--- src/rtl/load_store_unit.sv ---
// Load/store unit: one LOAD/STORE at a time onto a word-wide data memory port.
// Optional macro LSU_MISALIGN_TRAP_EN: trap misaligned accesses instead of truncating the address.
module load_store_unit #(
    parameter int unsigned ADDR_WIDTH     = 32,
    parameter int unsigned TIMEOUT_CYCLES = 0
) (
    input  logic                  clk,
    input  logic                  reset,
    input  logic                  req_valid,
    output logic                  req_ready,
    input  logic                  req_is_store,
    input  logic [2:0]            req_funct3,
    input  logic [ADDR_WIDTH-1:0] req_addr,
    input  logic [31:0]           req_wdata,
    input  logic [4:0]            req_rd,
    output logic                  resp_valid,
    input  logic                  resp_ready,
    output logic [31:0]           resp_data,
    output logic [4:0]            resp_rd,
    output logic                  resp_err,
    output logic                  mem_req_valid,
    input  logic                  mem_req_ready,
    output logic                  mem_we,
    output logic [ADDR_WIDTH-1:0] mem_addr,
    output logic [31:0]           mem_wdata,
    output logic [3:0]            mem_wstrb,
    input  logic                  mem_rsp_valid,
    input  logic [31:0]           mem_rdata
);

    typedef enum logic [1:0] {StIdle, StMem, StWait, StResp} state_e;

    state_e                state_q, state_d;
    logic                  is_store_q;
    logic [2:0]            funct3_q;
    logic [ADDR_WIDTH-1:0] addr_q;
    logic [31:0]           wdata_q;
    logic [4:0]            rd_q;
    logic [31:0]           data_q;
    logic                  err_q;
    logic [31:0]           cnt_q;

    logic                  req_legal;
    logic                  req_misaligned;
    logic                  accept_err;
    logic                  timeout_hit;
    logic [31:0]           lane_wdata;
    logic [3:0]            lane_wstrb;
    logic [31:0]           load_shift;
    logic [15:0]           load_half;
    logic [31:0]           load_ext;

    // Request decode, evaluated on the incoming fields while idle.
    always_comb begin
        if (req_is_store) begin
            req_legal = (req_funct3 == 3'b000) || (req_funct3 == 3'b001) ||
                        (req_funct3 == 3'b010);
        end else begin
            req_legal = (req_funct3 == 3'b000) || (req_funct3 == 3'b001) ||
                        (req_funct3 == 3'b010) || (req_funct3 == 3'b100) ||
                        (req_funct3 == 3'b101);
        end
`ifdef LSU_MISALIGN_TRAP_EN
        req_misaligned = ((req_funct3[1:0] == 2'b01) && req_addr[0]) ||
                         ((req_funct3[1:0] == 2'b10) && (req_addr[1:0] != 2'b00));
`else
        req_misaligned = 1'b0;
`endif
        accept_err = !req_legal || req_misaligned;
    end

    assign timeout_hit = (TIMEOUT_CYCLES != 0) && (cnt_q == TIMEOUT_CYCLES - 1);

    // Store lane replication and strobes; halfword strobes ignore addr[0].
    always_comb begin
        lane_wdata = wdata_q;
        lane_wstrb = 4'b1111;
        unique case (funct3_q[1:0])
            2'b00: begin
                lane_wdata = {4{wdata_q[7:0]}};
                lane_wstrb = 4'b0001 << addr_q[1:0];
            end
            2'b01: begin
                lane_wdata = {2{wdata_q[15:0]}};
                lane_wstrb = 4'b0011 << {addr_q[1], 1'b0};
            end
            default: begin
                lane_wdata = wdata_q;
                lane_wstrb = 4'b1111;
            end
        endcase
    end

    always_comb begin
        load_shift = mem_rdata >> {addr_q[1:0], 3'b000};
        load_half  = addr_q[1] ? mem_rdata[31:16] : mem_rdata[15:0];
        unique case (funct3_q)
            3'b000:  load_ext = {{24{load_shift[7]}}, load_shift[7:0]};
            3'b100:  load_ext = {24'h0, load_shift[7:0]};
            3'b001:  load_ext = {{16{load_half[15]}}, load_half};
            3'b101:  load_ext = {16'h0, load_half};
            default: load_ext = mem_rdata;
        endcase
    end

    always_comb begin
        state_d = state_q;
        unique case (state_q)
            StIdle: begin
                if (req_valid) state_d = accept_err ? StResp : StMem;
            end
            StMem: begin
                if (mem_req_ready) state_d = is_store_q ? StResp : StWait;
            end
            StWait: begin
                if (mem_rsp_valid || timeout_hit) state_d = StResp;
            end
            StResp: begin
                if (resp_ready) state_d = StIdle;
            end
            default: state_d = StIdle;
        endcase
    end

    always_ff @(posedge clk) begin
        if (reset) begin
            state_q    <= StIdle;
            is_store_q <= 1'b0;
            funct3_q   <= 3'b000;
            addr_q     <= '0;
            wdata_q    <= 32'h0;
            rd_q       <= 5'h0;
            data_q     <= 32'h0;
            err_q      <= 1'b0;
            cnt_q      <= 32'h0;
        end else begin
            state_q <= state_d;
            unique case (state_q)
                StIdle: begin
                    if (req_valid) begin
                        is_store_q <= req_is_store;
                        funct3_q   <= req_funct3;
                        addr_q     <= req_addr;
                        wdata_q    <= req_wdata;
                        rd_q       <= req_rd;
                        data_q     <= 32'h0;
                        err_q      <= accept_err;
                    end
                end
                StMem: begin
                    if (mem_req_ready && !is_store_q) cnt_q <= 32'h0;
                end
                StWait: begin
                    if (mem_rsp_valid) begin
                        data_q <= load_ext;
                    end else begin
                        cnt_q <= cnt_q + 32'h1;
                        if (timeout_hit) err_q <= 1'b1;
                    end
                end
                default: ;
            endcase
        end
    end

    // Outputs are forced to zero outside the state that owns them.
    always_comb begin
        req_ready     = (state_q == StIdle);
        mem_req_valid = (state_q == StMem);
        mem_we        = (state_q == StMem) && is_store_q;
        mem_addr      = (state_q == StMem) ? {addr_q[ADDR_WIDTH-1:2], 2'b00} : '0;
        mem_wdata     = mem_we ? lane_wdata : 32'h0;
        mem_wstrb     = mem_we ? lane_wstrb : 4'h0;
        resp_valid    = (state_q == StResp);
        resp_data     = resp_valid ? data_q : 32'h0;
        resp_rd       = (resp_valid && !is_store_q) ? rd_q : 5'h0;
        resp_err      = resp_valid && err_q;
    end

endmodule

--- config.mk ---
export PLATFORM = sky130hd
export DESIGN_NAME = load_store_unit
export DESIGN_NICKNAME = d
export VERILOG_FILES = /design/src/rtl/load_store_unit.sv
export SDC_FILE = /design/constraint.sdc
export NUM_CORES = 1
export LEC_CHECK = 0
export CAP_MARGIN = 20
export CORE_UTILIZATION = 40
export DETAILED_ROUTE_END_ITERATION = 8
export GPL_TIMING_DRIVEN = 0
export PLACE_DENSITY = 0.72
export SLEW_MARGIN = 20
export SYNTH_ARGS = -nofsm -noshare
export SYNTH_HDL_FRONTEND = slang
export SYNTH_SLANG_ARGS = --single-unit
--- constraint.sdc ---
create_clock -name clk -period 2.55 [get_ports clk]
set_clock_uncertainty 0.15 [all_clocks]
set_input_delay 0.255 -clock clk [delete_from_list [all_inputs] [get_ports clk]]
set_output_delay 0.255 -clock clk [all_outputs]
set_load 0.02 [all_outputs]
After elaboration in Yosys (flattened, before gate mapping):

Cells that the tools add are included.

* register bits after elaboration: 108
* latch bits: 0
* bits in writable memories: 0
* bits in read-only memories: 0
* bits of input ports: 111
* output and inout bits: 110
* logic and storage cells: 63
* memories: 0

* add/sub/neg operators: 0
* multipliers: 0
* divide/modulo/power cells: 0
* $lt $le $gt $ge: 0
* equal/unequal tests: 15
* shifts and indexed selects: 3
* multiplexer cells: 20
* bitwise logic cells: 0
* reductions and logical operators: 17

Operators with widths (number)
* $mux W32: 5
* $pmux W32 S2: 2
* $pmux W32 S4: 1
* $shr A32 B5 Y8: 1
* $mux W16: 1
* $eq A3 B3 Y1 const B: 4
* $mux W2: 5
* $pmux W2 S4: 1
* $pmux W4 S2: 1
* $eq A3 B1 Y1 const B: 2
* $logic_not A3 Y1: 2
* $mux W5: 1
* $eq A2 B1 Y1 const B: 2
* $eq A2 B2 Y1 const B: 2
* $logic_not A2 Y1: 2
* $logic_or A1 B1 Y1: 4
* $mux W4: 1
* $ne A2 B1 Y1 const B: 2
* $ne A2 B2 Y1 const B: 2
* $reduce_and A4 Y1: 1
* $shl A1 B2 Y4 const A: 1
* $shl A2 B2 Y4 const A: 1
* $eq A3 B2 Y1 const B: 1
* $logic_and A1 B1 Y1: 3
* 5 further kinds: 7

Depth between registers and ports, before layout:

Gate-level depths: netlist (run 1).

* depth in word-level cells: 9
* depth in mapped cells: 7

Worst setup path before layout (run 1):

OpenSTA, ideal clock, no wires.

* path type: register to output
* start: reg state_q[1]
* end: out mem_wdata[14]
* data arrival time: 1555 ps
* data required time: 2145 ps
* slack: 590 ps
* cell stages (with the launch flop): 6
* buffers on the path: 1
* cells stage by stage: dfxtp_1 inv_1 ha_1 nand2_1 clkbuf_1 a21oi_1

* longest elaborated chain between the ends: 3

Ends and longest elaborated chain
* start: declaration: RTL line 33 `state_e state_q, state_d;`
* start signal: assignment: RTL line 127 `state_q <= StIdle;`
* start signal: assignment: RTL line 137 `state_q <= state_d;`
* $eq A2 B1 Y1
* net mem_req_valid: RTL line 21 `output logic mem_req_valid,`
* $logic_and A1 B1 Y1: RTL line 170 `mem_we = (state_q == StMem) && is_store_q;`
* $mux W32: RTL line 172 `mem_wdata = mem_we ? lane_wdata : 32'h0;`
* end: declaration: RTL line 25 `output logic [31:0] mem_wdata,`

The timed path passes the listed nets, and every way through them passes these cells.

Final worst setup path (run 1):

* start: reg state_q[1]
* end: out mem_addr[4]

* longest elaborated chain between the ends: 2

Ends and longest elaborated chain
* $eq A2 B1 Y1: RTL line 171 `mem_addr = (state_q == StMem) ? {addr_q[ADDR_WIDTH-1:2], 2'b00} : '0;`
* $mux W32: RTL line 171
* end: declaration: RTL line 24 `output logic [ADDR_WIDTH-1:0] mem_addr,`

No other way between the ends.

==> impl_metrics.toml, run 1 <==
[timing]
fin_crit_ps = 2500
drv_slew = 0
holdWs_ps = 297.1
finalSetupViolations = 0
rsz0062_at_grt = "no"
fin_crit_sh_pct = 98.05
hold_viol = 0
finalWorstSetupSlack_ps = 49.69
tightestPinTransition_ps = 670.3
fmax_mhz = 400.0
maxSlewHeadroom_pct = 55.31

[yosys]
yosys.area_share.simple_pct = 30.05
synth_seq_cells = 108
ys_types = 44
ys_top_cells_by_area = "dfxtp_1, nand2_1, a21oi_1"
async_flop_share_pct = 0
ys.warnings.count = 0
yosys.area.top_type = "dfxtp_1"
synth_edf_count = 0
synth_top_cells_by_count = "nand2_1, a21oi_1, dfxtp_1"
synth-seq-area-share_pct = 40.22
synthAdderAreaFrac_pct = 1.164
synth_most_common_cell = "nand2_1"
synthCells = 706
muxShareOfSynthArea_pct = 4.283
synth_ff_type = "dfxtp_1"
syn_avg_cell_area_sq_um = 7.614
synth_compound_area_share_pct = 19.02
synth_xor_area_share_pct = 0
synth_area_sq_mm = 0.005375
synth_top_area_share_pct = 40.22
synth_top_family_by_area = "simple AND/OR/NAND/NOR gates"

[worst_setup_path]
start_kind = "register"
cpLargestDelayFamily = "buffers and inverters"
crit_chain = "inv_1 -> ha_4 -> clkbuf_2 -> and2_1 -> clkdlybuf4s50_1"
reg2reg_slack_ps = 260
rr_endpoint = "addr_q[1]"
timing.rr.start = "state_q[1]"
cp.required_ps = 2140
slowest_stage = "clkdlybuf4s50_1"
cp_data_arrival_time_ps = 2100
cp-end-kind = "output pin"
cp_max_fo = 10
critPathKind = "reg -> out"
cp_num_buf_inv = 3
rr_worst_depth = 6
cp_slowest_stage_delay_ps = 600

[cts]
cts_max_level = 3
clkSinkCount = 108
numCtsBuffers = 9
cts_tree = "yes"
path_clk_slew_ps = 70
clk_latency_ps = 350
clk_path_buf_depth = 2
cts_root_buf = "clkbuf_16"

[min_path]
hold_end = "wdata_q[6]"
worstHoldStart = "req_wdata[6]"
whs_path_depth = 3
min_path_type = "in -> reg"

[pwr]
powerDensity_mw_per_mm2 = 716.0
p_leak_uw = 0.003587
ir_worst_vdd_mv = 0.3128

[drt]
drc = 0
first_pass_iters = 5
via_per_inst = 5.276
drt_iter0_markers = 410
ant_nets = 0
vias = 5867
wl_per_cell_um = 17.12
postRouteWirelength_um = 19040

[placed_design]
hpwl_um = 14570
port_buffers = 218
dp_slack_ps = -228.9
place_congestion = 0.9115

[floorplan]
dieArea_sq_mm = 0.01391
die-width_um = 117.9
initial_core_util_pct = 41.75
pin_count = 221
num_rows = 41
die_height_um = 117.9
design.core.area_sq_mm = 0.01288

[cells_and_area]
ff_latch_area_sq_mm = 0.002163
final_nets = 1051
diodes = 0
multi_input_area_sq_mm = 0.002992
area_growth_pct = 51.98
final_layout_size_suffix_gt1_share_pct = 7.234
fill_cells = 1178

[run]
maxCapViolCount = 0

[global_route]
grt_pass1_vias = 5690
grt.total_usage_pct = 27.21
gr-total-overflow = 0
grt_max_degree = 17
antenna_found_initial = 1
grt_pass1_wl_um = 29980

[outcome]
status = "complete, no violations"
worst register-to-register path, stage by stage (launching register included):
cell,delay [ps]
dfxtp_1,430
inv_1,150
ha_1,270
nand2_1,410
clkbuf_1,490
nand2_1,130
a21oi_1,180
power breakdown:
group	total [uW]	internal, uW	switching (uW)
registers	2120	1940	189
logic	2210	849	1360
clock network	1520	884	634
cell type report:
cell class / count / share of cell area, %
multi-input combinational: 535 / 36.62
inverter: 8 / 0.3676
clock inverter: 5 / 0.9190
tap: 172 / 2.634
clock buffer: 11 / 2.971
sequential: 108 / 26.48
buffer: 55 / 3.446
timing repair buffer: 218 / 26.56
placed cells by master, fill, tap and decap left out, drive strengths merged, types with 7 or more instances in the layout:
cell	instances
nand2	191
clkdlybuf4s50	154
a21oi	109
dfxtp	108
and2	72
clkbuf	51
dlygate4sd2	43
nor2	37
dlymetal6s2s	18
a221o	17
mux2i	17
buf	16
nand2b	14
o21ai	11
and3	10
inv	8
a22oi	8
nand3b	7
a211oi	7
flip-flops by register name, summed over array words and instances (netlist names):
register	count
addr_q	32
is_store_q	1
funct3_q	3
data_q	32
rd_q	5
wdata_q	32
state_q	2
err_q	1
per-stage QoR:
stage	total power (uW)	instances	utilization, %	instance area (sq um)	TNS [ps]
CTS	5849	1113	63.01	8113	0
floorplan	3461	707	-	5379	0
global route	6190	1112	63.44	8169	0
detailed placement	4301	1097	60.39	7776	-4722
finish	5849	1112	63.44	8169	0
global placement	4223	1097	60.39	7776	-2218
worst max path at each step:
stage | from | endpoint | slack (ps) | depth (start not counted)
2_1_floorplan | state_q[1] | mem_wdata[14] | 590 | 5
3_3_place_gp | state_q[1] | mem_wdata[15] | -160 | 6
3_5_place_dp | state_q[1] | mem_wdata[15] | -230 | 6
4_1_cts | funct3_q[1] | mem_wdata[13] | 20 | 5
5_1_grt | state_q[1] | mem_addr[4] | 0.5 | 5
6_report | state_q[1] | mem_addr[4] | 50 | 5
cell families (layout without fill, tap and decap cells):
kind of cell             Yosys count  count (layout)
AND/OR/NAND/NOR                  342             342
AO/OA/AOI/OAI                    166             166
flip-flops                       108             108
buffers and inverters             64             297
multiplexers                      20              20
adder cells (fa/ha/maj)            5               5
other                              1               2
repair_timing:
| item | 4_1_cts | 5_1_grt |
|---|---|---|
| pin swaps | 0 | 0 |
| gates resized for setup | 76 | 37 |
| hold buffers | 0 | 0 |
| endpoints found under the setup margin | 102 | 63 |
| endpoints found under the hold margin | 0 | 0 |
| buffers inserted | 0 | 0 |
per-layer routing:
layer | vias to the layer above | global-route usage (%) | share of wire, %
li1 | 2842 | - | -
met4 | 0 | 9.696 | 2.1
met3 | 28 | 8.043 | 8.5
met5 | - | 0 | 0
met1 | 2747 | 33.28 | 42
met2 | 250 | 45.07 | 47
No activity file was read; power rests on OpenSTA's default activity.
==> run 2: changes to the inputs <==
- TNS_END_PERCENT: unset -> 100
==> results of run 2 <==
No change in the layout: final DEF, timing and power equal those of run 1.
==> run 3: changes to the inputs <==
- CTS_CLUSTER_DIAMETER: unset -> 200
- GPL_ROUTABILITY_DRIVEN: unset -> 0
==> run 3 against run 2 <==
Wire length decreased by 2.5%. Largest power group unchanged. Sequential share of layout area is 0.13 points higher. Largest cell class unchanged. Flip-flop and latch count stayed put.
==> impl_metrics.toml, run 3 (same netlist as run 1, synthesis figures left out) <==
[outcome]
status = "complete, no violations"

[drt]
ant_nets = 0
first_pass_iters = 6
postRouteWirelength_um = 18570
wl_per_cell_um = 16.68
drc = 0
drt_iter0_markers = 379
via_per_inst = 5.262
vias = 5857

[cts]
cts_hold_buf = 0
path_clk_slew_ps = 70
clk_path_buf_depth = 2
clkSinkCount = 108
numCtsBuffers = 9
cts_tree = "yes"
cts_max_level = 3
clk_latency_ps = 350
cts_root_buf = "clkbuf_16"

[worst_setup_path]
rr_endpoint = "wdata_q[11]"
cp_data_arrival_time_ps = 2090
crit_chain = "inv_1 -> ha_4 -> nand2_2 -> clkbuf_4 -> nor2_1 -> dlygate4sd2_1"
rr_worst_depth = 7
cp.required_ps = 2140
slowest_stage = "dfxtp_1"
cp_max_fo = 10
timing.rr.start = "state_q[1]"
cp_slowest_stage_delay_ps = 370
cp_num_buf_inv = 3
reg2reg_slack_ps = 190
start_kind = "register"
cp-end-kind = "output pin"
critPathKind = "reg -> out"
cpLargestDelayFamily = "buffers and inverters"

[floorplan]
pin_count = 221
die-width_um = 117.9
die_height_um = 117.9
design.core.area_sq_mm = 0.01288
dieArea_sq_mm = 0.01391
num_rows = 41
initial_core_util_pct = 41.75

[cells_and_area]
reg_top3 = "addr_q: 32 flops, data_q: 32 flops, wdata_q: 32 flops"
layout_common_cells = "nand2_1, clkdlybuf4s50_1, a21oi_1, dfxtp_1, and2_1"
diodes = 0
final_common_cell = "nand2_1"
fill_cells = 1134
final_nets = 1052
final_cell_count_no_fill = 1113
fin_util_pct = 63.12
area_growth_pct = 51.21
final_layout_size_suffix_gt1_share_pct = 6.801

[pwr]
powerDensity_mw_per_mm2 = 708.6
clkPwrFrac_pct = 25.3
switching_share_pct = 37.95
p_int_uw = 3574
p_leak_uw = 0.003512
power_uw = 5759
p_seq_share_pct = 36.8
p_sw_uw = 2185
combPwrFrac_pct = 37.9
ir_worst_vdd_mv = 0.3706

[global_route]
grt_pass1_wl_um = 29560
met3_usage_pct = 8.769
gr-total-overflow = 0
grt.busiest_layer = "met2"
use_met2_pct = 44.85
grt_pass1_vias = 5876
antenna_found_initial = 0
grt.total_usage_pct = 26.73
grt_max_degree = 19
use_met1_pct = 31.32

[timing]
maxSlewHeadroom_pct = 59.38
drv_slew = 0
holdWs_ps = 293.5
tightestPinTransition_ps = 609.2
rsz0062_at_grt = "no"
fin_crit_sh_pct = 97.75
fmax_mhz = 401.2
finalWorstSetupSlack_ps = 57.40
fin_crit_ps = 2493
hold_viol = 0
finalSetupViolations = 0

[placed_design]
dp_slack_ps = -206.8
port_buffers = 218
placedCellCount = 1097
hpwl_um = 14340

[min_path]
whs_path_depth = 3
hold_end = "wdata_q[6]"
min_path_type = "in -> reg"
worstHoldStart = "req_wdata[6]"

[run]
maxCapViolCount = 0
## run 3: cell types whose count changed in the layout (fill, tap and decap cells not counted), sizes merged
cell / before / now
buf: 16 / 17
bufinv: 2 / 1
clkbuf: 51 / 50
clkdlybuf4s15: 2 / 0
clkdlybuf4s50: 154 / 151
dlygate4sd2: 43 / 53
dlymetal6s2s: 18 / 13
inv: 8 / 10
## run 3: through the flow
step	instance area (sq um)	setup TNS (ps)
3_5_place_dp	7776	-4016
6_report	8128	0
5_1_grt	8128	0
4_1_cts	8077	0
3_3_place_gp	7776	-2002
2_1_floorplan	5379	0
## run 3: routing by layer
metal / routed length (um) / up-vias
li1: - / 2848
met1: 7634 / 2719
met2: 8863 / 258
met3: 1613 / 32
met4: 456 / 0
met5: 0 / -
## run 3: cell type report
cell class	count	area [sq um]	share of cell area [%]
clock buffers	10	239.0	2.940
well taps	172	215.2	2.648
clock inverters	6	70.07	0.8621
plain buffers	56	280.3	3.448
multi-input cells	535	2987	36.75
inverters	8	30.03	0.3695
flip-flops and latches	108	2163	26.62
repair buffers	218	2143	26.37
## run 3: repair_timing
action / in CTS / in global routing
setup buffers: 0 / 0
endpoints found under the setup margin: 102 / 63
hold endpoints to repair: 0 / 0
gates resized for setup: 76 / 32
## run 3: worst min-delay path, stage by stage
cell,delay (ps)
clkdlybuf4s50_1,390
nand2_1,50
a21oi_1,50
## run 3: worst max-delay path by stage
stage | from | endpoint | depth (start not counted)
floorplan | state_q[1] | mem_wdata[14] | 5
finish | state_q[1] | mem_wdata[30] | 6
global placement | state_q[1] | mem_wdata[14] | 6
CTS | state_q[1] | mem_wdata[14] | 6
detailed placement | state_q[1] | mem_wdata[14] | 6
global route | state_q[1] | resp_data[29] | 4
## run 3: power by group through the flow
stage	sequential, uW	combinational (uW)	clock (uW)
2_1_floorplan	2080	1380	0
3_3_place_gp	2120	2080	0
3_5_place_dp	2140	2140	0
4_1_cts	2110	2170	1460
5_1_grt	2150	2410	1550
6_report	2120	2180	1460
==> RTL edit 1: new RTL, config.mk and constraints of run 3 <==
The parameter `ADDR_WIDTH` goes from 32 to 64.
--- a/src/rtl/load_store_unit.sv
+++ b/src/rtl/load_store_unit.sv
@@ -3,3 +3,3 @@
 module load_store_unit #(
-    parameter int unsigned ADDR_WIDTH     = 32,
+    parameter int unsigned ADDR_WIDTH     = 64,
     parameter int unsigned TIMEOUT_CYCLES = 0
Interface: changed (resized mem_addr and req_addr); port bits go from 221 to 285. The function was not compared with the original's and may differ.
==> RTL edit 1 against run 3 <==
  * Global-route usage is 0.26 points higher
  * Count of clock-buffer cells in the layout is 13 higher
  * Largest power group unchanged
  * Sequential cell count is 32 higher
  * Area after synthesis is 24% higher
  * Critical path type unchanged
  * Worst setup slack better by 0.013 ns
  * Final area is 27% higher
  * Hold slack worse by 0.13 ns
  * Power is 39% higher
  * Routed wire length is 26% higher
==> RTL edit 1: results (changes against run 3) <==
[metrics] status: completed
[metrics] WHS Endpoint: state_q[0]
[metrics] global-route wire length before repair: 36.4 mm (+23%)
[metrics] slowest cell on the critical path: clkdlybuf4s50_1
[metrics] sequential share of the synthesized area: 0.419 (+0.0171)
[metrics] number of cells on the worst reg-to-reg path: 8 (+1)
[metrics] Pleak: 4.43 nW (+26%)
[metrics] port bufs: 281 (+29%)
[metrics] Arrival @ worst endpoint: 2.07 ns (-0.02 ns)
[metrics] placed instance area: 9770 sq um (+26%)
[metrics] Filler Cells Inserted: 1484 (+31%)
[metrics] Commonest cells post-synth: 247 x nand2_1, 147 x a21oi_1, 140 x dfxtp_1
[metrics] clock insertion delay at the later pin of the skew report: 0.42 ns (+0.07 ns)
[metrics] share of cell area taken by muxes after synthesis: 0.0322 (-0.0106)
[metrics] count of flip-flops with a built-in enable after synthesis: 0 (unchanged)
[metrics] total number of nets in the final design: 1331 (+27%)
[metrics] number of clock buffers inserted by TritonCTS: 17 (+8)
[metrics] Global Route Usage Sum: 0.270 (+0.00259)
[metrics] clock-pin slew of the registers on the worst-case setup and hold paths: 0.05 ns (-0.02 ns)
[metrics] number of distinct library cells after synthesis: 43 (-2.3%)
[metrics] number of global-route vias before repair: 6660 (+13%)
[metrics] startpoint of the lowest-slack register-to-register path: state_q[0]
[metrics] hold slack: 0.168 ns (-0.125 ns)
[metrics] area fraction in compound gates after synthesis: 0.186 (-0.00429)
[metrics] Pre-antenna DRT Iters: 5 (-1)
[metrics] biggest registers after layout: addr_q: 64 flops, data_q: 32 flops, wdata_q: 32 flops
[metrics] adder-cell area share of the yosys netlist: 0.00936 (-0.00228)
[metrics] Worst Min Path Start: reset
[metrics] share of cells above drive strength 1: 0.0670 (-0.00101)
[metrics] worst slack at placement: -0.544 ns (-0.338 ns)
[metrics] Reg-to-Reg End: data_q[29]
[metrics] slowest stage delay, CP: 0.59 ns (+0.22 ns)
[metrics] cells taking the most area after synthesis: dfxtp_1 42%, nand2_1 14%, a21oi_1 11%
[metrics] First DRT Iteration DRCs: 588 (+55%)
[metrics] Post-DP HPWL: 17.7 mm (+23%)
[metrics] largest net degree at the start of global routing: 18 (-1)
[metrics] worst supply voltage drop on vdd: 0.511 mV (+38%)
[metrics] total number of vias: 7189 (+23%)
[metrics] detailed-route wire length: 23.4 mm (+26%)
[metrics] worst slew margin relative to its limit: 0.498 (-0.0963)
[metrics] maximum level of the CTS H-tree: 4 (+1)
-- RTL edit 1: changes by cell type after synthesis, sizes merged, moves of 2 or more --
cell	change
a21oi	+38
and2	+34
buf	+8
clkbuf	+10
dfxtp	+32
inv	+2
nand2	+56
nand2b	-2
nor3b	+2
o21ai	-7
o2bb2ai	+7
-- RTL edit 1: kinds of logic (layout without fill, tap and decap cells) --
kind of cell | Yosys count | after routing
adder cells (fa/ha/maj) | 5 | 5
AO/OA/AOI/OAI | 205 | 205
multiplexers | 20 | 20
buffers and inverters | 84 | 395
other | 1 | 2
flip-flops | 140 | 140
AND/OR/NAND/NOR | 427 | 427
-- RTL edit 1: routing by layer --
| layer | up-vias | track usage | routed length, um |
|---|---|---|---|
| met3 | 38 | 0.0876 | 2010 |
| met1 | 3295 | 0.330 | 9950 |
| li1 | 3540 | - | - |
| met4 | 0 | 0.0969 | 589 |
| met2 | 316 | 0.442 | 10800 |
| met5 | - | 0 | 0 |
-- RTL edit 1: worst min-delay path, cell delays in order --
cell and delay (ns):
buf_2 0.25, a41o_1 0.14, a21oi_1 0.04
-- RTL edit 1: final cells by class --
cell class                 count  area, sq um  area share
clock buffer                  23          468      0.0453
clock inverter                 7          115      0.0111
buffer                        71          350      0.0339
sequential                   140         2810       0.271
inverter                      10         37.5     0.00363
multi-input combinational    659         3570       0.346
timing repair buffer         284         2720       0.263
tap                          216          270      0.0262
-- RTL edit 1: worst max path at each step --
stage / to / slack [ns] / depth (start not counted)
floorplan: mem_wdata[15] / 0.34 / 7
global placement: mem_wdata[31] / -0.58 / 8
detailed placement: mem_wdata[31] / -0.54 / 8
CTS: mem_wstrb[0] / -0.02 / 6
global route: mem_addr[29] / -0.007 / 5
finish: mem_addr[24] / 0.07 / 5
-- RTL edit 1: per-stage QoR --
| step | instances | TNS (ns) |
|---|---|---|
| finish | 1410 | 0 |
| global route | 1410 | -0.00690 |
| floorplan | 883 | 0 |
| CTS | 1407 | -0.0243 |
| detailed placement | 1380 | -14.72 |
| global placement | 1380 | -14.56 |
-- RTL edit 1: repair_timing --
action                                  CTS  global route
endpoints found under the setup margin  154            43
cloned                                    0             0
gates resized for setup                 132            15
buffers inserted                          0             3
pin swaps                                 0             1
-- RTL edit 1: report_power, final --
group / leakage [nW] / internal, mW / switching, mW
logic: 3.01 / 1.05 / 1.73
registers: 1.14 / 2.52 / 0.212
clock network: 0.279 / 1.57 / 0.917
==> RTL edit 2: new RTL, flow settings as in run 3 <==
Made on the original files. Make the reset (`reset`) asynchronous in one clocked block.
--- a/src/rtl/load_store_unit.sv
+++ b/src/rtl/load_store_unit.sv
@@ -124,3 +124,3 @@
 
-    always_ff @(posedge clk) begin
+    always_ff @(posedge clk or posedge reset) begin
         if (reset) begin
Check against the original RTL: differs if reset is asserted again (counterexample within 4 cycles, from zero or initial values and one cycle with reset high); with reset held inactive, the same outputs for 4 cycles.
==> RTL edit 2 against run 3 <==
  * Routed wire length is 8.7% lower
  * Sequential cell count is the same
  * Sequential share of layout area increased by 5.0 points
  * Worst setup slack improved by 0.063 ns
  * Area after synthesis rose by 5.5%
  * Final area grew 5.2%
  * Die area is 5.4% higher
  * Critical endpoint is now mem_wstrb[1]
  * Highest routed layer unchanged
Power is not compared: it rests on default switching activity, and its combinational part moved more than twofold at a synthesized area within 25%.
==> RTL edit 2: results (changes against run 3) <==
[metrics] WL met1: 6.81 mm (-11%)
[metrics] slowest cell on the critical path: dfrtp_2
[metrics] fraction of met1 tracks used by global routing: 0.296 (-0.0167)
[metrics] cells taking the most area after synthesis: dfrtp_1 48%, mux2_2 15%, and2_1 7.5%
[metrics] Post-DP HPWL: 13.0 mm (-9.6%)
[metrics] Tightest Hold Check Type: in2async
[metrics] global-route wire length before repair: 26.4 mm (-11%)
[metrics] First DRT Iteration DRCs: 294 (-22%)
[metrics] synthesized instance count: 524 (-26%)
[metrics] status: completed
[metrics] minimum period implied by the final worst setup slack: 2.43 ns (-0.0626 ns)
[metrics] final non-filler cell total: 942 (-15%)
[metrics] placed instance area: 8150 sq um (+4.8%)
[metrics] Least-Margin Pin Slew: 0.573 ns (-0.0366 ns)
[metrics] amount of wire on met2 after detailed routing: 8.29 mm (-6.4%)
[metrics] total number of vias: 4944 (-16%)
[metrics] ys async rst share: 1.00 (+1.00)
[metrics] Arrival @ worst endpoint: 2.03 ns (-0.06 ns)
[metrics] slowest stage delay, CP: 0.45 ns (+0.08 ns)
[metrics] share of cells above drive strength 1: 0.222 (+0.154)
[metrics] total met3 wirelength after detailed routing: 1.51 mm (-6.7%)
[metrics] Commonest cells post-synth: 108 x dfrtp_1, 78 x mux2_2, 68 x and2_1
[metrics] Global Route Usage Sum: 0.239 (-0.0288)
[metrics] register-to-register path setup slack: 0.16 ns (-0.03 ns)
[metrics] number of global-route vias before repair: 5049 (-14%)
[metrics] total number of nets in the final design: 873 (-17%)
[metrics] number of distinct library cells after synthesis: 37 (-16%)
-- RTL edit 2: cell count changes in the layout (fill, tap and decap cells not counted), moves of 8 or more --
cell	run 3	this run
nand2_1	190	30
dfxtp_1	107	0
dfrtp_1	0	105
a21oi_1	109	29
mux2_2	0	78
clkbuf_1	25	9
clkdlybuf4s15_2	0	16
dlymetal6s2s_1	13	3
dlygate4sd2_1	53	45
o21ai_0	10	18
-- RTL edit 2: through the flow --
step / power, mW / hold slack (ns)
after floorplan: 6.07 / 0.250
after global placement: 7.83 / 0.308
after detailed placement: 8.00 / 0.319
after CTS: 9.58 / 0.145
after global routing: 10.2 / 0.178
final: 9.58 / 0.132
-- RTL edit 2: layout make-up --
class,instances,area (sq um)
Buffer,39,235
Clock buffer,10,239
Clock inverter,6,111
Fill cell,1178,5330
Inverter,8,33.8
Multi-Input combinational cell,368,2800
Sequential cell,108,2710
Tap cell,180,225
Timing Repair Buffer,223,2210
-- RTL edit 2: what timing repair did --
action / 4_1_cts / 5_1_grt
setup buffers: 0 / 2
setup endpoints to repair: 101 / 118
gates resized for setup: 131 / 22
pin swaps: 1 / 0
-- RTL edit 2: cell families after synthesis --
group / synth area share
muxes: 0.197
other: 0.000661
DFF: 0.477
and+or+nand+nor: 0.159
adders and majority gates: 0.0110
buffers and inverters: 0.0399
AOI/OAI and AO/OA: 0.115
-- RTL edit 2: path summary, 6_finish.rpt --
| check | from | to |
|---|---|---|
| setup / recovery | state_q[1] | mem_wstrb[1] |
| hold / removal | reset | data_q[29] |
| setup reg to reg | state_q[0] | data_q[19] |
| hold reg to reg | data_q[6] | data_q[6] |
| max in group asynchronous | reset | is_store_q |
| min in group clk | data_q[6] | data_q[6] |
